### src/rtl/tl_pkg.sv
// tl_pkg: shared state encoding and default phase durations for traffic_light
package tl_pkg;
  typedef logic [2:0] state_t;
  localparam state_t S_R1G = 3'd0;
  localparam state_t S_R1Y = 3'd1;
  localparam state_t S_R2G = 3'd2;
  localparam state_t S_R2Y = 3'd3;
  localparam state_t S_FG  = 3'd4;
  localparam state_t S_FY  = 3'd5;
  localparam int G_TIME_D = 8;
  localparam int Y_TIME_D = 2;
  localparam int F_TIME_D = 6;
  localparam int CNT_W_D  = 4;
endpackage

### src/rtl/tl_phase_timer.sv
// tl_phase_timer: phase counter, counts 0..dur-1 and reloads 0 as done fires
//   clk, rst_n : clock, async active-low reset
//   dur        : length of the current phase in cycles
//   done       : high in the last cycle of the phase
module tl_phase_timer
  import tl_pkg::*;
#(
  parameter int CNT_W = CNT_W_D
) (
  input  logic             clk,
  input  logic             rst_n,
  input  logic [CNT_W-1:0] dur,
  output logic             done
);
  logic [CNT_W-1:0] cnt;
  assign done = cnt == dur - CNT_W'(1);
  always_ff @(posedge clk or negedge rst_n)
    if (!rst_n) cnt <= '0;
    else cnt <= done ? '0 : cnt + CNT_W'(1);
endmodule

### src/rtl/traffic_light.sv
// traffic_light: two-road intersection controller with on-demand pedestrian phase
//   clk, rst_n      : clock, async active-low reset
//   c               : pedestrian request level
//   R1G/R1Y/R1R     : road 1 lamps
//   R2G/R2Y/R2R     : road 2 lamps
//   FG/FY/FR        : pedestrian lamps
module traffic_light
  import tl_pkg::*;
#(
  parameter int G_TIME = G_TIME_D,
  parameter int Y_TIME = Y_TIME_D,
  parameter int F_TIME = F_TIME_D,
  parameter int CNT_W  = CNT_W_D
) (
  input  logic clk,
  input  logic rst_n,
  input  logic c,
  output logic R1G,
  output logic R1Y,
  output logic R1R,
  output logic R2G,
  output logic R2Y,
  output logic R2R,
  output logic FG,
  output logic FY,
  output logic FR
);
  state_t           state, nxt;
  logic             ped_req, done, ped_phase;
  logic [CNT_W-1:0] dur;
  assign ped_phase = state == S_FG || state == S_FY;
  assign dur = (state == S_R1G || state == S_R2G) ? CNT_W'(G_TIME) :
               state == S_FG ? CNT_W'(F_TIME) : CNT_W'(Y_TIME);
  always_comb
    nxt = state == S_R1G ? S_R1Y :
          state == S_R1Y ? S_R2G :
          state == S_R2G ? S_R2Y :
          state == S_R2Y ? (ped_req ? S_FG : S_R1G) :
          state == S_FG  ? S_FY : S_R1G;
  tl_phase_timer #(.CNT_W(CNT_W)) u_timer (
    .clk  (clk),
    .rst_n(rst_n),
    .dur  (dur),
    .done (done)
  );
  // entering the pedestrian phase consumes the request, even if c is high that cycle
  always_ff @(posedge clk or negedge rst_n)
    if (!rst_n) begin
      state   <= S_R1G;
      ped_req <= 1'b0;
    end else begin
      state   <= done ? nxt : state;
      ped_req <= (done && nxt == S_FG) ? 1'b0 : (c && !ped_phase) ? 1'b1 : ped_req;
    end
  // reds are derived so every light always shows exactly one lamp
  assign R1G = state == S_R1G;
  assign R1Y = state == S_R1Y;
  assign R1R = !(R1G || R1Y);
  assign R2G = state == S_R2G;
  assign R2Y = state == S_R2Y;
  assign R2R = !(R2G || R2Y);
  assign FG  = state == S_FG;
  assign FY  = state == S_FY;
  assign FR  = !(FG || FY);
endmodule

### config.mk
export PLATFORM = sky130hd
export DESIGN_NAME = traffic_light
export DESIGN_NICKNAME = d
export VERILOG_FILES = /design/src/rtl/tl_pkg.sv /design/src/rtl/tl_phase_timer.sv /design/src/rtl/traffic_light.sv
export SDC_FILE = /design/constraint.sdc
export NUM_CORES = 1
export LEC_CHECK = 0
export ABC_AREA = 0
export CAP_MARGIN = 20
export CORE_AREA = 2 2 39 41
export DETAILED_ROUTE_END_ITERATION = 8
export DIE_AREA = 0 0 41 43
export PLACE_DENSITY_LB_ADDON = 0.15
export SYNTH_ARGS = -nofsm -noshare
export SYNTH_HDL_FRONTEND = slang
export SYNTH_SLANG_ARGS = --single-unit
### constraint.sdc
create_clock -name clk -period 1.15 [get_ports clk]
set_input_delay 0.23 -clock clk [delete_from_list [all_inputs] [get_ports clk]]
set_output_delay 0.23 -clock clk [all_outputs]
set_load 0.05 [all_outputs]
# After elaboration in Yosys (flattened, before gate mapping)
# Cells that the tools add are included.
[word_totals]
inputBits = 3
out_inout_bits = 9
regBits = 8
[op_classes]
mux = 11
n_eq_ne = 7
n_addsub = 2
reduce_logical = 11
[op_table]
columns = ["cell", "n"]
rows = [
  ["$mux W3", 7],
  ["$eq A3 B3 Y1 const B", 3],
  ["$mux W4", 2],
  ["$eq A3 B2 Y1 const B", 2],
  ["$add A4 B1 Y4 const B", 1],
  ["$eq A4 B4 Y1", 1],
  ["$logic_or A1 B1 Y1", 4],
  ["$sub A4 B1 Y4 const B", 1],
  ["$eq A3 B1 Y1 const B", 1],
  ["$logic_not A1 Y1", 3],
  ["$logic_not A3 Y1", 1],
  ["$logic_and A1 B1 Y1", 2],
  ["$mux W1", 2],
  ["$reduce_bool A2 Y1", 1],
]

# Logic depth before layout (Yosys ltp)
[logic_depth]
word_depth = 9
mapped_depth = 5
depth_no_buf = 4

# Cells and area by module
# From an unflattened synthesis, not the netlist that was laid out.
[hier_totals]
hier_cells = 52
hier_area_um2 = 511.7
[by_module_without_submodules]
columns = ["mod", "cells_per_inst", "n_inst", "area_per_inst_um2"]
rows = [
  ["tl_phase_timer", 23, 1, 264.0],
  ["traffic_light", 29, 1, 247.7],
]

# Least setup slack after synthesis
# Ideal clock, no wire load.
[synth_timing]
path_type = "register to register"
start = "register state[1]"
end = "register state[2]"
n_path_buf = 0
arrival_ns = 1.842
setup_time_ns = 0.069
required_time_ns = 1.081
path_slack_ns = -0.761
path_stages_with_launch = 4
cell_sequence = "dfrtp_1 > nand2b_1 > nor2_1 > a211o_1"
[synth_between]
elab_chain_len = 6
word_cells_on_any_way = 15
cone_classes = "add/sub (1); eq/ne (5); mux (7); reduce/logical (2)"
[synth_rtl]
columns = ["item", "line_no", "text"]
rows = [
  ["from (decl)", "traffic_light.sv:28", "state_t state, nxt;"],
  ["from (signal assigned)", "traffic_light.sv:52", "state <= done ? nxt : state;"],
  ["$eq A3 B3 Y1 (*)", "n/a", ""],
  ["net FG", "traffic_light.sv:24", "output logic FG,"],
  ["branches (longest 5 deep; another with $sub A4 B1 Y4)", "n/a", ""],
]
# Mark *: on every way through the listed nets, which the timed path passes.
# A chain may end at the register's enable or synchronous reset.

# Final worst setup path
[layout_timing]
start = "register state[2]"
end = "output R1Y"
[layout_between]
elab_chain_len = 1
[layout_rtl]
columns = ["item", "line_no", "text"]
rows = [
  ["$eq A3 B1 Y1", "traffic_light.sv:57", "assign R1Y = state == S_R1Y;"],
  ["to (decl)", "traffic_light.sv:19", "output logic R1Y,"],
]
# Every way passes these cells.

==> metrics.md <==
| Metric | Value |
|---|---|
| Area Overhead vs Synth | 105.8% |
| Detail Route Antenna Nets | 0 |
| Final hold viol count | 0 |
| Library cells used by synthesis | 26 |
| Vias | 494 |
| Tcrit/Tclk final | 125.4% |
| Crit end category | output port |
| Internal Power | ~0.42 mW |
| Commonest cells after routing, fill and taps aside | 19 x buf_4, 10 x buf_12, 7 x nor2_4, 6 x dfrtp_1 |
| Sequential share of power | about 52% |
| DP HPWL | 977.2 um |
| Worst path arrival time | roughly 1.2 ns |
| H-Tree Depth | 1 |
| Layout cells sized above 1 | roughly two thirds |
| Gate Count Post-Synth | 50 |
| Overall die width | ~41 um |
| Max Cap Violations | 0 |
| Relative slew slack | between 70% and 80% |
| WP data required | between 0.9 and 1 ns |
| Post-synthesis sequential area ratio | between 40% and 50% |
| Crit path max-delay family | flip-flops |
| Syn Nets | 54 |
| TritonCTS Buffers | 3 |
| Compound-cell area share of the yosys netlist | roughly 11% |
| Slew @ Worst Pin | between 0.3 and 0.4 ns |
| Leak pwr | between 0.4 and 0.5 nW |
| Total track usage | between 10% and 20% |
| Largest net degree at the start of global routing | 9 |
| Slowest CP cell | dfrtp_2 |
| Die area | about 0.0018 sq mm |
| CTS max path bufs | 2 |
| Flops & latches, synth | 8 |
| Post-Synth Adder-Cell Area | approximately 2.5% |
| CP peak stage delay | 0.43 ns |
| FP Rows | 14 |
| Final count of negative-setup-slack endpoints | 16 |
| Portion of total power attributed to the clock network | 45.4% |
| Worst-path maximum fanout | 4 |
| Psw | roughly 0.12 mW |
| Status | finished, violations left |
| I/O pins | 12 |
| Starting Density | a little over a third |
| Main combinational cell family by area after synthesis | simple AND/OR/NAND/NOR gates |
| Failing checks | negative setup slack |
| Final nets | 91 |
| Peak Freq | 693.2 MHz |
| CTS tree | built |
| Synth warn | 0 |
| Critical path launch point type | register |
| Clk_skew | ~0.0026 ns |
| Worst skew pair latency | approximately 0.26 ns |
| Worst-path clk slew | around 0.06 ns |
| DIE HEIGHT | about 43 um |
| Syn avg cell area | just under 10 sq um |
| Worst hold-check path type | input pin to asynchronous set/reset pin |
| Non-Filler Instances | between 100 and 150 |
| Placed inst area | between 800 and 900 sq um |
| Setup WS post-layout | -0.2926 ns |
| N_diodes | 0 |
| Clock sink count | 8 |
| Most common cell after layout, fill and taps aside | buf_4 |
| First-pass GRT wire length | between 2000 and 2500 um |
| Fillers | 92 |
| Final WL | between 1000 and 1500 um |
| Core Footprint | ~0.0014 sq mm |
| Detailed Route Iter0 Violations | 5 |
| Power share of the combinational group | ~2.2% |
| Mapped cell area | 494.2 sq um |
| Hold Buf Count CTS | 0 |
| Unrepaired setup endpoints after global routing | true |
| Initial antenna violation count | 0 |
| Vias in the first global route | between 500 and 600 |
| Power per cell area | approximately 530 mW/mm^2 |
| Switch share | a little over a fifth |
| Via-to-Cell Ratio | roughly 4.8 |
| Total gr overflow | 0 |
| Root buf cell | clkbuf_4 |
| Fin crit period | between 1 and 1.5 ns |
| Pins Over Slew Limit | 0 |
| WL/cell | 13.05 um |
| XOR/XNOR share of the synthesized area | between 10% and 20% |
| DRC violations left | 0 |
| Gp weighted congestion | ~0.85 |
| Maximum vdd drop | ~0.00056 V |
| Drt pass-1 iters | 6 |
| Final Cell Area | 0.001017 sq mm |
| CP bufs+invs | 1 |
| Critical path type | register to output port |
| IO buf count | 11 |
| Mux contribution to synthesized area | 0% |
| Post-Synth Simple-Gate Area | 26.08% |
| DP Cell Count | 91 |
| Cell chain of the critical path | or2_4, nor2_4, buf_12 |
## power groups by stage
stage / sequential [mW] / combinational [mW] / clock [mW]
3_3_place_gp: 0.287 / 0.0126 / 0
3_5_place_dp: 0.287 / 0.0129 / 0
2_1_floorplan: 0.287 / 0.0000418 / 0
5_1_grt: 0.281 / 0.0142 / 0.265
4_1_cts: 0.281 / 0.0126 / 0.251
6_report: 0.281 / 0.0121 / 0.244
## synthesized netlist by cell type, drive strengths merged
| cell | number | share of area [%] |
|---|---|---|
| xnor2 | 3 | 8.4 |
| a21oi | 3 | 3.8 |
| or2 | 1 | 1.3 |
| and3 | 1 | 1.3 |
| and2 | 1 | 1.3 |
| a211o | 1 | 1.8 |
| inv | 4 | 3.0 |
| nor3 | 1 | 2.0 |
| xor2 | 1 | 1.8 |
| o2bb2ai | 1 | 1.8 |
| o21ai | 1 | 1.0 |
| nand2 | 2 | 1.5 |
| nor2 | 11 | 9.4 |
| nand2b | 3 | 4.3 |
| buf | 2 | 6.3 |
| nand3 | 2 | 2.0 |
| dfrtp | 8 | 41 |
| nor4b | 1 | 3.0 |
| o41ai | 1 | 1.8 |
| a31oi | 1 | 1.3 |
| ha | 1 | 2.5 |
## per-layer routing
layer	vias to the layer above	wire, um	GRT usage [%]
met5	-	0	0
met4	0	0	2.000
met3	0	81	9.948
met2	15	694	30.63
met1	240	554	24.92
li1	239	-	-
## state kept, by name, indices dropped and copies added (netlist names)
| name | flops |
|---|---|
| ped_req | 1 |
| u_timer.cnt | 4 |
| state | 3 |
## what timing repair did
item,CTS,global route
setup buffers,5,2
endpoints found under the setup margin,15,16
gates resized for setup,9,2
pin swaps,7,3
## final timing paths
kind	from	endpoint	slack [ns]	depth (start not counted)
max in group asynchronous	rst_n	state[0]	0.60	1
max	state[2]	R1Y	-0.29	3
min reg2reg	ped_req	ped_req	0.51	2
min	rst_n	u_timer.cnt[2]	0.25	1
min in group clk	ped_req	ped_req	0.51	2
max reg2reg	state[0]	state[2]	-0.25	5
## cell families after synthesis
family                     count (synthesis)
and+or+nand+nor                           23
AOI/OAI and AO/OA                          8
DFF                                        8
buffers and inverters                      6
xor gates and xnor gates                   4
adders and majority gates                  1
## cell type report
cell class              instances  area (sq um)  area share (%)
clock buffers                   4         26.28           2.583
inverters                       4         18.77           1.845
multi-input cells              36         352.8           34.69
flip-flops and latches          8         202.7           19.93
well taps                      16         20.02           1.968
repair buffers                 34         396.6           38.99
## through the flow
step / setup slack, ns / hold slack, ns / TNS (ns) / util [%] / power, mW
4_1_cts: -0.3042 / 0.2613 / -3.035 / 71.79 / 0.5449
6_report: -0.2926 / 0.2491 / -3.029 / 73.51 / 0.5379
3_5_place_dp: -0.1495 / 0.4824 / -0.6588 / 64.01 / 0.2995
3_3_place_gp: -0.1348 / 0.4637 / -0.5977 / 64.01 / 0.2992
2_1_floorplan: -0.1918 / -0.06559 / -0.8853 / - / 0.2867
5_1_grt: -0.3368 / 0.2889 / -3.917 / 73.51 / 0.5601
(Power assumes the default switching activity.)
